===== config.mk =====
export PLATFORM = sky130hd
export DESIGN_NAME = inst_fetch
export DESIGN_NICKNAME = d
export VERILOG_FILES = /design/src/rtl/inst_fetch.sv
export SDC_FILE = /design/constraint.sdc
export NUM_CORES = 1
export LEC_CHECK = 0
export CORE_MARGIN = 8
export CORE_UTILIZATION = 39
export DETAILED_ROUTE_END_ITERATION = 6
export GPL_ROUTABILITY_DRIVEN = 0
export PLACE_DENSITY_LB_ADDON = 0.08
export SETUP_SLACK_MARGIN = 0.02
export SLEW_MARGIN = 20
export SYNTH_ARGS = -nofsm -noshare
export SYNTH_HDL_FRONTEND = slang
export SYNTH_SLANG_ARGS = --single-unit
export TNS_END_PERCENT = 50

===== constraint.sdc =====
create_clock -name Clk -period 1.85 [get_ports Clk]
set_input_delay 0.37 -clock Clk [delete_from_list [all_inputs] [get_ports Clk]]
set_output_delay 0.37 -clock Clk [all_outputs]
set_load 0.02 [all_outputs]

===== src/rtl/inst_fetch.sv =====
`default_nettype none
//==============================================================================
// Module      : inst_fetch
// Description : Instruction fetch unit. Drives the instruction-memory address
//               from the PC, registers the returned word for decode, handles
//               branch redirect, decode stall and halt detection with
//               Start/Done sequencing.
//               Optional fetch counter enabled by defining FETCH_CNT_EN.
// Revision    : 1.0 - initial release
//==============================================================================
module inst_fetch #(
    parameter logic [9:0] START_ADDR = 10'd0,
    parameter logic [8:0] HALT_WORD  = 9'b111111111
`ifdef FETCH_CNT_EN
    ,
    parameter int         CNT_W      = 16
`endif
) (
    input  logic        Clk,
    input  logic        ResetN,
    input  logic        Start,
    input  logic        Stall,
    input  logic        BranchTaken,
    input  logic [9:0]  BranchTarget,
    input  logic [8:0]  Instruction,
    output logic [9:0]  Address,
    output logic [8:0]  InstOut,
    output logic        InstValid,
    output logic        Done
`ifdef FETCH_CNT_EN
    ,
    output logic [CNT_W-1:0] InstCount
`endif
);

    typedef enum logic [1:0] {
        S_IDLE   = 2'd0,
        S_RUN    = 2'd1,
        S_HALTED = 2'd2
    } state_t;

    state_t     r_state;
    state_t     w_state_nxt;
    logic [9:0] r_pc;
    logic [9:0] w_pc_nxt;
    logic [8:0] r_inst;
    logic [8:0] w_inst_nxt;
    logic       r_valid;
    logic       w_valid_nxt;
    logic       r_done;
    logic       w_done_nxt;
`ifdef FETCH_CNT_EN
    logic [CNT_W-1:0] r_cnt;
    logic [CNT_W-1:0] w_cnt_nxt;
`endif

    assign Address   = r_pc;
    assign InstOut   = r_inst;
    assign InstValid = r_valid;
    assign Done      = r_done;
`ifdef FETCH_CNT_EN
    assign InstCount = r_cnt;
`endif

    // State and datapath registers; reset acts immediately, without a clock edge.
    always_ff @(posedge Clk or negedge ResetN) begin
        if (!ResetN) begin
            r_state <= S_IDLE;
            r_pc    <= START_ADDR;
            r_inst  <= 9'd0;
            r_valid <= 1'b0;
            r_done  <= 1'b0;
`ifdef FETCH_CNT_EN
            r_cnt   <= '0;
`endif
        end else begin
            r_state <= w_state_nxt;
            r_pc    <= w_pc_nxt;
            r_inst  <= w_inst_nxt;
            r_valid <= w_valid_nxt;
            r_done  <= w_done_nxt;
`ifdef FETCH_CNT_EN
            r_cnt   <= w_cnt_nxt;
`endif
        end
    end

    // Next-state and datapath decisions; everything holds unless a rule fires.
    always_comb begin
        w_state_nxt = r_state;
        w_pc_nxt    = r_pc;
        w_inst_nxt  = r_inst;
        w_valid_nxt = r_valid;
        w_done_nxt  = r_done;
`ifdef FETCH_CNT_EN
        w_cnt_nxt   = r_cnt;
`endif
        case (r_state)
            S_IDLE: begin
                w_valid_nxt = 1'b0;
                w_done_nxt  = 1'b0;
                if (Start) begin
                    w_state_nxt = S_RUN;
                    w_pc_nxt    = START_ADDR;
`ifdef FETCH_CNT_EN
                    w_cnt_nxt   = '0;
`endif
                end
            end
            S_RUN: begin
                // Priority: branch squashes, then stall freezes, then halt, then fetch.
                if (BranchTaken) begin
                    w_pc_nxt    = BranchTarget;
                    w_valid_nxt = 1'b0;
                end else if (Stall) begin
                    w_pc_nxt    = r_pc;
                end else if (Instruction == HALT_WORD) begin
                    // Halt word is consumed here and never handed to decode.
                    w_state_nxt = S_HALTED;
                    w_done_nxt  = 1'b1;
                    w_valid_nxt = 1'b0;
                end else begin
                    w_inst_nxt  = Instruction;
                    w_valid_nxt = 1'b1;
                    w_pc_nxt    = r_pc + 10'd1;
`ifdef FETCH_CNT_EN
                    w_cnt_nxt   = r_cnt + CNT_W'(1);
`endif
                end
            end
            S_HALTED: begin
                w_valid_nxt = 1'b0;
                w_done_nxt  = 1'b1;
                if (Start) begin
                    w_state_nxt = S_RUN;
                    w_pc_nxt    = START_ADDR;
                    w_done_nxt  = 1'b0;
`ifdef FETCH_CNT_EN
                    w_cnt_nxt   = '0;
`endif
                end
            end
            default: begin
                w_state_nxt = S_IDLE;
                w_valid_nxt = 1'b0;
                w_done_nxt  = 1'b0;
            end
        endcase
    end

endmodule
`default_nettype wire


# Word level (Yosys, flattened, before mapping)

Index checks and enable logic that the tools add are counted.

Bitwise logic cells: 3
Equal/unequal tests: 9
Reduce and logical (&&, ||, !) cells: 7
Muxes and demuxes: 19
Add/subtract/negate cells: 1

Operators by type and width:

| operator              | count |
|---|---|
| $mux 10               | 4 |
| $pmux 10 s2           | 1 |
| $reduce_and 4->1      | 3 |
| $add 10x1->10 const B | 1 |
| $eq 9x9->1 const B    | 1 |
| $mux 1                | 8 |
| $mux 2                | 4 |
| $ne 2x2->1 const B    | 3 |
| $ne 3x3->1 const B    | 2 |
| $pmux 2 s2            | 1 |
| $not 1->1             | 3 |
| $reduce_and 3->1      | 1 |
| $eq 2x1->1 const B    | 1 |
| $eq 2x2->1 const B    | 1 |
| $logic_not 2->1       | 1 |
| $ne 2x1->1 const B    | 1 |
| $pmux 1 s2            | 1 |
| $reduce_bool 2->1     | 1 |
| $reduce_or 2->1       | 1 |

Bits of input ports: 24
Register bits after elaboration: 23
Output and inout bits: 21

# Logic depth before layout (Yosys ltp)

Gate-level depths: netlist of run 1.

Depth after elaboration: 5
Mapped depth: 7
Mapped depth without buffers: 6

# Worst setup path before layout of run 1

No wires, ideal clock.

Path kind: register to register
Start point: register r_state[0]
End point: register r_pc[9], in the netlist Address[9]
Path slack: 0.107 ns
Cell stages (with the launch flop): 7
Data arrival time: 1.672 ns
Data required time: 1.779 ns
Buffers on the path: 1
Path through: dfrtp_1 inv_1 ha_1 or2_2 clkbuf_1 or4b_1 nand4_1

Word-level cells in the longest chain between the ends: 4
Elaborated cells between the ends (all ways): 10

Ends and longest elaborated chain:

| item                                                      | line | source |
|---|---|---|
| from (decl)                                               | 42   | `state_t r_state;` |
| from (signal assigned)                                    | 77   | `r_state <= w_state_nxt;` |
| $eq 2x2->1 or $logic_not 2->1 (tied branches)             | 98   | `case (r_state)` |
| $reduce_or 2->1 (no line)                                 | -    |  |
| $ne 2x1->1 (no line) or $reduce_bool 2->1 (tied branches) | -    |  |
| $reduce_and 4->1 (no line)                                | -    |  |
| to (signal assigned)                                      | 78   | `r_pc <= w_pc_nxt;` |
| to (decl)                                                 | 44   | `logic [9:0] r_pc;` |

Several ways; a longest one is shown, not always the timed one.
A chain may end at the register's enable or synchronous reset.

# Worst setup path after layout of run 1

Start point: register r_pc[0], in the netlist Address[0]
End point: output port Address[0]

RTL lines:

| item      | line | source |
|---|---|---|
| to (decl) | 26   | `output logic [9:0] Address,` |

No word-level cell between the ends.

==> impl_metrics.env, run 1 <==
export IMPL_status="completed"
export IMPL_post_cts_repair_setup_buffers=0
export IMPL_vias=1349
export IMPL_path_delay_family="buffers and inverters"
export IMPL_all_layer_global_routing_usage_pct=13.8
export IMPL_min_period_over_period_pct=95.7
export IMPL_post_synth_inst_count=143
export IMPL_yosys_area_top_type="dfrtp_1"
export IMPL_worst_path_largest_cell_delay_ps=640
export IMPL_antenna_found_initial=0
export IMPL_globalRoute_totalOverflow=0
export IMPL_num_io_pins=45
export IMPL_cts_reportedPaths_clkPinSlew_ps=130
export IMPL_grt_setup_unrepaired="yes"
export IMPL_io_buffer_count=44
export IMPL_cts_buffers_inserted=3
export IMPL_dp_hpwl_um=3040
export IMPL_final_max_slew_violation_count=0
export IMPL_worst_endpoint_required_ps=1480
export IMPL_synth_seq_area_share_pct=40.7
export IMPL_drtPass1Iterations=4
export IMPL_worst_path_buf_inv=1
export IMPL_synth_main_ff_cell="dfrtp_1"
export IMPL_drt_antenna_violating_nets=0
export IMPL_post_cts_resize_count=1
export IMPL_yosys_top_cells_area="dfrtp_1 (41%), mux2_2 (6.4%), ha_1 (4.4%), a32o_1 (3.5%), nand4_1 (2.7%)"
export IMPL_leakage_power_nw=0.915
export IMPL_synth_cell_area_mm2=0.00141
export IMPL_core_area_mm2=0.00358
export IMPL_syn_avg_cell_area_um2=9.88
export IMPL_top_layer="met4"
export IMPL_die_area_mm2=0.00580
export IMPL_power_density_mw_per_mm2=1350
export IMPL_wl_met3_um=235
export IMPL_report_power_total_mw=2.77
export IMPL_placement_setup_worst_slack_ps=-222
export IMPL_critical_path_peak_fanout=5
export IMPL_max_freq_mhz=565
export IMPL_vias_per_cell=5.42
export IMPL_worst_ep_arrival_time_ps=1400
export IMPL_fp_row_count=22
export IMPL_syn_to_final_growth_pct=45.9
export IMPL_post_drt_wl_per_cell_um=16.0
export IMPL_clkSinkCount=23
export IMPL_cts_hold_buffers_added=0
export IMPL_wl_met2_um=2020
export IMPL_synth_top_cells_by_count="dfrtp_1 (23), nor2_1 (9), clkbuf_1 (8), mux2_2 (8)"
export IMPL_dieHeight_um=76.2
export IMPL_grt_max_degree=24
export IMPL_first_global_vias=1441
export IMPL_grt_pass1_wl_um=6690
export IMPL_cts_tree="done"
export IMPL_report_final_setup_viol=0
export IMPL_finalCoreUtilization_pct=57.6
export IMPL_synth_most_common_cell="dfrtp_1"
export IMPL_synth_cell_types=43
export IMPL_synth_edf_count=0
export IMPL_cp_cell_sequence="clkdlybuf4s50_1"
export IMPL_drv_max_cap_violation_count=0
export IMPL_critical_path_startpoint_type="register"
export IMPL_hold_path_class="in2async"
export IMPL_total_wire_length_um=3990
export IMPL_cts_htree_levels=1
export IMPL_finClkSkew_ps=2.63
export IMPL_post_route_min_period_ps=1770
export IMPL_worst_skew_pair_late_latency_ps=320
export IMPL_place_detailed_instances=245
export IMPL_async_flop_share_pct=100
export IMPL_synth_top_area_share_pct=40.7
export IMPL_final_nets=231
export IMPL_initial_core_utilization_pct=39.5
export IMPL_drive_gt1_share_pct=19.9
export IMPL_drt_met1_wl_um=1690
export IMPL_violation_count_after_the_first_detailed_route_iteration=73
export IMPL_antenna_diode_count=0
export IMPL_postSynthRegisterBits=23
export IMPL_fin_cells=249
export IMPL_fillers=334
export IMPL_setup_tns_final_ps=0
export IMPL_post_route_worst_setup_slack_ps=79.8
export IMPL_number_of_warnings_issued_by_yosys=0
export IMPL_cts_path_max_buffers=2
export IMPL_irDropWorstVdd_mv=0.667
export IMPL_critPathSlowestCell="clkdlybuf4s50_1"
export IMPL_finalHoldViolCount=0
export IMPL_critical_path_endpoint_type="output port"
export IMPL_syn_nets=172
export IMPL_worst_slew_pin_transition_ps=317
export IMPL_max_slew_margin_rel_pct=78.8
export IMPL_die_width_um=76.2
export IMPL_cts_root_buffer="clkbuf_4"
export IMPL_path_class="reg2out"
export IMPL_route_detailed_drc=0
==> worst paths after layout <==
path / start / endpoint / slack, ps / cells after the start
worst max-delay path: Address[0] / Address[0] / 80 / 1
worst min-delay path: ResetN / Address[7] / 390 / 2
worst max register to register: r_state[0] / Address[5] / 140 / 7
worst min register to register: InstOut[3] / InstOut[3] / 520 / 1
max in group asynchronous: ResetN / r_state[0] / 1230 / 2
min in group Clk: InstOut[3] / InstOut[3] / 520 / 1
==> report_power, final <==
group	internal (mW)	switching [mW]	leakage [nW]	total, mW
logic	0.807	0.840	0.607	1.65
clock network	0.0810	0.159	0.0177	0.240
registers	0.710	0.175	0.291	0.885
==> cell usage in the layout (no fill, tap or decap), types with 3 or more instances in the layout <==
master           instances
ha_1                     4
clkbuf_4                 3
dfrtp_1                 23
a32o_1                   5
nand4_1                  6
dlymetal6s2s_1           3
o221ai_1                 4
a21oi_1                  4
nand2_1                  7
clkdlybuf4s50_1         40
and3_1                   5
o21ai_0                  7
inv_1                    5
nor2_1                   9
nand3_1                  4
nor3_1                   5
mux2_2                   8
buf_4                   20
==> registers in the layout, summed over array words and instances (netlist names) <==
| signal | flops |
|---|---|
| Address | 10 |
| InstOut | 9 |
| r_state | 2 |
| Done | 1 |
| InstValid | 1 |
==> cells by family (layout without fill, tap and decap cells) <==
kind of cell / Yosys count / count (layout) / synth area share [%]
AOI/OAI and AO/OA: 36 / 36 / 19.6
muxes: 10 / 10 / 8.15
buffers and inverters: 15 / 73 / 4.61
and+or+nand+nor: 54 / 54 / 22.5
adders and majority gates: 5 / 5 / 4.43
DFF: 23 / 23 / 40.7
==> metrics by stage <==
step           hold WS, ps  area, um2
2_1_floorplan         74.4       1410
3_3_place_gp           492       2020
3_5_place_dp           492       2020
4_1_cts                385       2040
5_1_grt                398       2060
6_report               386       2060
==> area by class of cell <==
class	count	area [um2]	share of cell area, %
inverter	5	18.8	0.911
multi-input combinational	105	782	37.9
sequential	23	576	27.9
timing repair buffer	64	597	29.0
clock buffer	3	22.5	1.09
clock inverter	1	5.00	0.243
tap	48	60.1	2.91
==> per-layer routing <==
layer  up-vias  GRT usage (%)
met3         5           5.07
met5         -              0
li1        668              -
met1       641           14.9
met4         0           5.00
met2        35           24.0
Power figures use the tool's default switching activity.
==> run 2, diff against run 1 <==
--- a/config.mk
+++ b/config.mk
@@ -8,6 +8,7 @@
 export CORE_MARGIN = 8
 export CORE_UTILIZATION = 39
 export DETAILED_ROUTE_END_ITERATION = 6
+export DONT_BUFFER_PORTS = 1
 export GPL_ROUTABILITY_DRIVEN = 0
 export PLACE_DENSITY_LB_ADDON = 0.08
 export SETUP_SLACK_MARGIN = 0.02
@@ -15,4 +16,4 @@
 export SYNTH_ARGS = -nofsm -noshare
 export SYNTH_HDL_FRONTEND = slang
 export SYNTH_SLANG_ARGS = --single-unit
-export TNS_END_PERCENT = 50
+export TNS_END_PERCENT = 1
==> impl_metrics.env, run 2 (synthesized netlist as in run 1, its figures left out) <==
export IMPL_status="completed"
export IMPL_hold_path_cell_count=1
export IMPL_placed_cell_area_mm2=0.00155
export IMPL_path_class="reg2reg"
export IMPL_violation_count_after_the_first_detailed_route_iteration=64
export IMPL_drive_gt1_share_pct=23.7
export IMPL_setup_tns_final_ps=0
export IMPL_cts_reportedPaths_clkPinSlew_ps=140
export IMPL_report_final_setup_viol=0
export IMPL_route_detailed_drc=0
export IMPL_cts_buffers_inserted=3
export IMPL_fp_row_count=22
export IMPL_total_wire_length_um=3840
export IMPL_max_freq_mhz=558
export IMPL_cts_root_buffer="clkbuf_4"
export IMPL_post_cts_repair_setup_buffers=0
export IMPL_critical_path_endpoint_type="register"
export IMPL_cts_tree="done"
export IMPL_power_frac_clock_pct=10.0
export IMPL_die_area_mm2=0.00580
export IMPL_worst_ep_arrival_time_ps=2010
export IMPL_vias=1219
export IMPL_area_sequential_um2=577
export IMPL_sw_frac_of_total_pct=46.1
export IMPL_dieHeight_um=76.2
export IMPL_die_width_um=76.2
export IMPL_mostFrequentLayoutCells="dfrtp_1 (22), buf_4 (17), nor2_1 (9), mux2_2 (8)"
export IMPL_final_design_area_no_fill_mm2=0.00162
export IMPL_reg2reg_setup_slack_ps=60
export IMPL_timing_reg2reg_worst_path_depth=5
export IMPL_cts_path_max_buffers=2
export IMPL_drtPass1Iterations=6
export IMPL_first_global_vias=1247
export IMPL_final_nets=186
export IMPL_antenna_diode_count=0
export IMPL_syn_to_final_growth_pct=14.3
export IMPL_min_to="InstOut[1]"
export IMPL_globalRoute_totalOverflow=0
export IMPL_post_drt_wl_per_cell_um=18.8
export IMPL_critical_path_reg2reg_endpoint="InstOut[6]"
export IMPL_antenna_found_initial=0
export IMPL_num_io_pins=45
export IMPL_critical_path_startpoint_type="register"
export IMPL_worst_skew_pair_late_latency_ps=310
export IMPL_power_report_internal_total_mw=1.33
export IMPL_largest_register_ffs=10
export IMPL_cts_htree_levels=1
export IMPL_finClkSkew_ps=2.96
export IMPL_post_route_min_period_ps=1790
export IMPL_hold_path_class="in2reg"
export IMPL_vias_per_cell=5.98
export IMPL_holdCritStartpoint="Instruction[1]"
export IMPL_min_period_over_period_pct=97.0
export IMPL_worst_endpoint_required_ps=2070
export IMPL_io_buffer_count=0
export IMPL_max_slew_margin_rel_pct=78.0
export IMPL_fillers=384
export IMPL_all_layer_global_routing_usage_pct=13.2
export IMPL_final_max_slew_violation_count=0
export IMPL_power_share_sequential_pct=41.3
export IMPL_clkSinkCount=23
export IMPL_leakage_power_nw=0.695
export IMPL_switching_power_mw=1.14
export IMPL_grt_pass1_wl_um=6320
export IMPL_irDropWorstVdd_mv=0.713
export IMPL_grt_setup_unrepaired="yes"
export IMPL_power_density_mw_per_mm2=1530
export IMPL_layout_commonest_cell="dfrtp_1"
export IMPL_finalHoldViolCount=0
export IMPL_initial_core_utilization_pct=39.5
export IMPL_drv_max_cap_violation_count=0
export IMPL_combPwrFrac_pct=48.7
export IMPL_worst_slew_pin_transition_ps=326
export IMPL_regToRegStartpoint="r_state[1]"
export IMPL_combined_area_of_the_multi_input_logic_cells_um2=772
export IMPL_grt_max_degree=27
export IMPL_drt_antenna_violating_nets=0
export IMPL_critical_path_peak_fanout=8
export IMPL_core_area_mm2=0.00358
export IMPL_dp_hpwl_um=3010
-- run 2: power by group through the flow --
stage	combinational, mW	sequential (mW)	clock [mW]
floorplan	0.720	1.10	0
global placement	1.17	1.03	0
detailed placement	1.19	1.03	0
CTS	1.22	1.02	0.257
global route	1.33	1.05	0.279
finish	1.20	1.02	0.246
-- run 2: layer usage --
layer	wire [um]	vias up	global-route usage (%)
met4	33	0	3.27
met3	328	4	5.31
met1	1480	604	14.3
met5	0	-	0
met2	2000	32	23.2
li1	-	579	-
-- run 2: layout make-up --
cell class	instances	share of cell area, %
Multi-Input combinational cell	105	47.8
Sequential cell	23	35.7
Timing Repair Buffer	19	9.76
Tap cell	48	3.72
Clock buffer	3	1.39
Inverter	5	1.16
Clock inverter	1	0.465
-- run 2: how the worst max path moves through the flow --
stage / cells after the start / start / slack, ps / end
finish: 5 / r_state[1] / 60 / InstOut[6]
global route: 5 / r_state[1] / 0.4 / InstOut[6]
CTS: 5 / r_state[1] / 50 / InstOut[6]
detailed placement: 5 / r_state[1] / 70 / InstOut[6]
global placement: 5 / r_state[0] / 110 / Address[9]
floorplan: 6 / r_state[0] / 110 / Address[9]
-- run 2: metrics by stage --
stage          hold WS (ps)  std cells  setup WS (ps)  power (mW)  util [%]
2_1_floorplan          74.4        143            107        1.82         -
3_3_place_gp           75.4        198            115        2.20      43.4
3_5_place_dp           75.5        198           65.9        2.23      43.4
4_1_cts                 179        204           51.5        2.50      45.1
5_1_grt                 163        204          0.448        2.66      45.1
6_report                192        204           56.3        2.47      45.1
-- run 2: critical path: stages (launching register included) --
cell and delay (ps):
dfrtp_1 430, inv_1 110, ha_1 220, nand2b_4 110, or3_1 500, mux2_2 330
-- run 2: what timing repair did --
action,CTS,global route
hold endpoints to repair,23,0
setup endpoints to repair,0,10
hold buffers,2,0
gates resized for setup,0,1
==> run 3, diff against run 2 <==
--- a/config.mk
+++ b/config.mk
@@ -5,6 +5,8 @@
 export SDC_FILE = /design/constraint.sdc
 export NUM_CORES = 1
 export LEC_CHECK = 0
+export CELL_PAD_IN_SITES_DETAIL_PLACEMENT = 1
+export CELL_PAD_IN_SITES_GLOBAL_PLACEMENT = 1
 export CORE_MARGIN = 8
 export CORE_UTILIZATION = 39
 export DETAILED_ROUTE_END_ITERATION = 6
==> impl_metrics.env, run 3 (synthesized netlist as in run 1, its figures left out) <==
export IMPL_status="completed"
export IMPL_drtPass1Iterations=2
export IMPL_dp_hpwl_um=3170
export IMPL_post_cts_repair_setup_buffers=0
export IMPL_worst_path_largest_cell_delay_ps=460
export IMPL_vias_per_cell=6.17
export IMPL_grt_setup_unrepaired="yes"
export IMPL_irDropWorstVdd_mv=0.854
export IMPL_worst_endpoint_required_ps=2120
export IMPL_vias=1258
export IMPL_worst_ep_arrival_time_ps=2020
export IMPL_critical_path_peak_fanout=6
export IMPL_power_report_internal_total_mw=1.36
export IMPL_globalRoute_totalOverflow=0
export IMPL_min_period_over_period_pct=94.5
export IMPL_fillers=425
export IMPL_switching_power_mw=1.18
export IMPL_num_io_pins=45
export IMPL_violation_count_after_the_first_detailed_route_iteration=75
export IMPL_cts_htree_levels=1
export IMPL_critPathSlowestCell="dfrtp_2"
export IMPL_report_power_total_mw=2.54
export IMPL_timing_reg2reg_worst_path_depth=6
export IMPL_hold_path_class="in2reg"
export IMPL_layout_commonest_cell="dfrtp_1"
export IMPL_largest_register_ffs=10
export IMPL_core_area_mm2=0.00358
export IMPL_antenna_found_initial=0
export IMPL_syn_to_final_growth_pct=15.6
export IMPL_grt_most_used_layer="met2"
export IMPL_worst_slew_pin_transition_ps=313
export IMPL_critical_path_startpoint_type="register"
export IMPL_cts_path_max_buffers=2
export IMPL_reg2reg_setup_slack_ps=100
export IMPL_cts_root_buffer="clkbuf_4"
export IMPL_post_route_worst_setup_slack_ps=103
export IMPL_drt_antenna_violating_nets=0
export IMPL_initial_core_utilization_pct=39.5
export IMPL_final_max_slew_violation_count=0
export IMPL_mostFrequentLayoutCells="dfrtp_1 (22), buf_4 (17), nor2_1 (9), mux2_2 (8)"
export IMPL_power_share_sequential_pct=41.2
export IMPL_die_width_um=76.2
export IMPL_post_drt_wl_per_cell_um=20.6
export IMPL_clkSinkCount=23
export IMPL_leakage_power_nw=0.701
export IMPL_power_density_mw_per_mm2=1550
export IMPL_route_detailed_drc=0
export IMPL_cp_cell_sequence="inv_1, ha_1, buf_4, or3_1, o221ai_1, a32o_1"
export IMPL_finalCoreUtilization_pct=45.6
export IMPL_gr_usage_met1_pct=15.6
export IMPL_regToRegStartpoint="r_state[0]"
export IMPL_io_buffer_count=0
export IMPL_cts_reportedPaths_clkPinSlew_ps=140
export IMPL_first_global_vias=1456
export IMPL_final_nets=186
export IMPL_groute_layer_met2_usage_pct=26.7
export IMPL_drive_gt1_share_pct=25.0
export IMPL_antenna_diode_count=0
export IMPL_fp_row_count=22
export IMPL_finClkSkew_ps=2.72
export IMPL_path_class="reg2reg"
export IMPL_max_freq_mhz=572
export IMPL_dieHeight_um=76.2
export IMPL_placement_setup_worst_slack_ps=-0.596
export IMPL_report_final_setup_viol=0
export IMPL_combPwrFrac_pct=49.1
export IMPL_startpoint="r_state[0]"
export IMPL_max_slew_margin_rel_pct=78.9
export IMPL_cts_tree="done"
export IMPL_global_route_usage_met3_pct=4.72
export IMPL_grt_pass1_wl_um=7100
export IMPL_power_frac_clock_pct=9.7
export IMPL_worst_skew_pair_late_latency_ps=320
export IMPL_total_wire_length_um=4200
export IMPL_cts_buffers_inserted=3
export IMPL_all_layer_global_routing_usage_pct=14.6
export IMPL_crit_end="Address[2]"
export IMPL_grt_max_degree=27
export IMPL_finalHoldViolCount=0
export IMPL_die_area_mm2=0.00580
export IMPL_post_route_min_period_ps=1750
export IMPL_critical_path_reg2reg_endpoint="Address[2]"
export IMPL_critical_path_endpoint_type="register"
export IMPL_sw_frac_of_total_pct=46.4
export IMPL_drv_max_cap_violation_count=0
-- run 3: cell count changes in the layout (fill, tap and decap cells not counted), sizes merged --
cell / before / now
clkinvlp: 1 / 0
clkinv: 0 / 1
-- run 3: how the worst min path moves through the flow --
stage,cells past startpoint,slack [ps],end,startpoint
2_1_floorplan,0,70,Address[0],ResetN
4_1_cts,1,180,InstOut[7],Instruction[7]
5_1_grt,1,170,InstOut[8],Instruction[8]
3_5_place_dp,0,80,Address[7],ResetN
3_3_place_gp,0,80,Address[7],ResetN
6_report,1,180,InstOut[7],Instruction[7]
-- run 3: critical path: cells and delay by family (launching register included) --
family	cells	cell delay, ps
flops	1	460
simple gates	1	420
compound gates	2	370
buf+inv	2	230
fa+ha+maj	1	220
-- run 3: metrics by stage --
| stage | cell area, um2 | instances | setup TNS [ps] | hold slack, ps |
|---|---|---|---|---|
| after floorplan | 1410 | 143 | 0 | 74.4 |
| after global placement | 1550 | 198 | 0 | 75.2 |
| after detailed placement | 1550 | 198 | -0.596 | 75.3 |
| after CTS | 1620 | 204 | 0 | 178 |
| after global routing | 1630 | 204 | -4.93 | 170 |
| final | 1630 | 204 | 0 | 181 |
-- run 3: cell type report --
class | count | area, um2 | share of cell area [%]
timing repair buffer | 19 | 158 | 9.66
clock inverter | 1 | 5.00 | 0.307
inverter | 5 | 18.8 | 1.15
clock buffer | 3 | 22.5 | 1.38
sequential | 23 | 577 | 35.3
tap | 48 | 60.1 | 3.68
multi-input combinational | 105 | 792 | 48.5
-- run 3: what timing repair did --
item	CTS	global route
hold buffers	2	0
setup endpoints to repair	8	17
endpoints found under the hold margin	23	0
resized for setup	1	4
gates cloned	0	0
-- run 3: power groups by stage --
stage	Combinational [mW]	Clock [mW]	Sequential, mW
finish	1.25	0.247	1.05
global route	1.38	0.272	1.08
global placement	1.17	0	1.04
detailed placement	1.21	0	1.05
CTS	1.24	0.258	1.04
floorplan	0.720	0	1.10
-- run 3: layer usage --
layer / routed length (um) / up-vias / part of all wire [%]
li1: - / 575 / -
met1: 1640 / 653 / 39
met2: 2290 / 27 / 54
met3: 245 / 3 / 5.8
met4: 27 / 0 / 0.64
met5: 0 / - / 0
==> patch, RTL diff (config.mk and constraints of run 1) <==
Re-encode `state_t` (3 states) as one-hot, 3 bits wide.
--- a/src/rtl/inst_fetch.sv
+++ b/src/rtl/inst_fetch.sv
@@ -33,10 +33,10 @@
 `endif
 );
 
-    typedef enum logic [1:0] {
-        S_IDLE   = 2'd0,
-        S_RUN    = 2'd1,
-        S_HALTED = 2'd2
+    typedef enum logic [2:0] {
+        S_IDLE   = 3'b001,
+        S_RUN    = 3'b010,
+        S_HALTED = 3'b100
     } state_t;
 
     state_t     r_state;
Function: same outputs for any inputs over 10 cycles, from zero or initial values and one cycle with ResetN low; not proved beyond that.
==> patch against run 1 <==
- power grew 0.16%
- sequential share of layout area grew 0.57 points
- area after synthesis grew 2.9%
- design area grew 2.9%
- worst setup slack lost 0.0049 ns
- wire length shrank 1.5%
- sequential cell count grew 1
- final cell count grew 1.6%
- critical path type unchanged
- critical endpoint is now Address[3]
- largest power group unchanged
==> patch: results (changes against run 1) <==
{
  "globalRouteTotalUtil": {"value": 13.6, "unit": "%", "change": "-0.23 points"},
  "min-delay-path-class": {"value": "input port to register"},
  "wl_met2": {"value": 1.75, "unit": "mm", "change": "-13%"},
  "synth.ff_latch_count": {"value": 24, "change": "+4.3%"},
  "place_area": {"value": 2040, "unit": "sq um", "change": "+1.3%"},
  "max_slew.worst_pin.slew": {"value": 0.333, "unit": "ns", "change": "+0.0158 ns"},
  "multi_input_comb_cells": {"value": 106, "change": "+0.95%"},
  "power.switching_fraction": {"value": 37.8, "unit": "%", "change": "-4.5 points"},
  "result_of_the_run": {"value": "finished, final reports clean"},
  "grt_met2_use": {"value": 21.5, "unit": "%", "change": "-2.5 points"},
  "first_pass_grt_wire_length": {"value": 6.73, "unit": "mm", "change": "+0.51%"},
  "clk_lat_worst_skew": {"value": 0.26, "unit": "ns", "change": "-0.06 ns"},
  "stdcell_count": {"value": 253, "change": "+1.6%"},
  "via_count_of_the_first_global_routing_pass": {"value": 1401, "change": "-2.8%"},
  "p_leak": {"value": 0.889, "unit": "nW", "change": "-2.8%"},
  "share_of_cell_area_taken_by_flip_flops_and_latches": {"value": 28.5, "unit": "%", "change": "+0.57 points"},
  "grt.met1_usage": {"value": 16.6, "unit": "%", "change": "+1.7 points"},
  "pwr-share-seq": {"value": 34.4, "unit": "%", "change": "+2.5 points"},
  "buffers": {"value": 70, "change": "+9.4%"},
  "post_route_cells_drive_above_1_share": {"value": 22.9, "unit": "%", "change": "+3.0 points"},
  "vdd_drop_max": {"value": 714, "unit": "uV", "change": "+7.1%"},
  "synthDistinctLibCells": {"value": 54, "change": "+26%"},
  "avgSynthCellArea": {"value": 10.4, "unit": "sq um", "change": "+5.1%"},
  "synth_top_cells_by_count": {"value": "23 x sky130_fd_sc_hd__dfrtp_1, 13 x sky130_fd_sc_hd__nand2_1, 7 x sky130_fd_sc_hd__nand3_1, 7 x sky130_fd_sc_hd__o21ai_0, 6 x sky130_fd_sc_hd__a21oi_1"},
  "clk_transition_reported_paths": {"value": 0.08, "unit": "ns", "change": "-0.05 ns"}
}
## patch: worst paths after layout
check | startpoint | to | slack [ns] | depth (start not counted)
min in group asynchronous | ResetN | Address[8] | 0.47 | 2
worst min register to register | InstOut[6] | InstOut[6] | 0.50 | 1
worst max register to register | r_state[0] | Address[3] | 0.08 | 5
worst min-delay path | Instruction[0] | InstOut[0] | 0.42 | 2
worst max-delay path | Address[3] | Address[3] | 0.07 | 1
max in group asynchronous | ResetN | r_state[0] | 1.09 | 2
## patch: kinds of logic (layout without fill, tap and decap cells)
family / after synthesis / in the layout / synth area share (%)
buffers and inverters: 10 / 75 / 6.54
DFF: 24 / 24 / 41.4
muxes: 8 / 8 / 6.11
xor gates and xnor gates: 3 / 3 / 1.81
adders and majority gates: 1 / 1 / 0.860
and+or+nand+nor: 58 / 58 / 25.2
AOI/OAI and AO/OA: 36 / 36 / 18.1
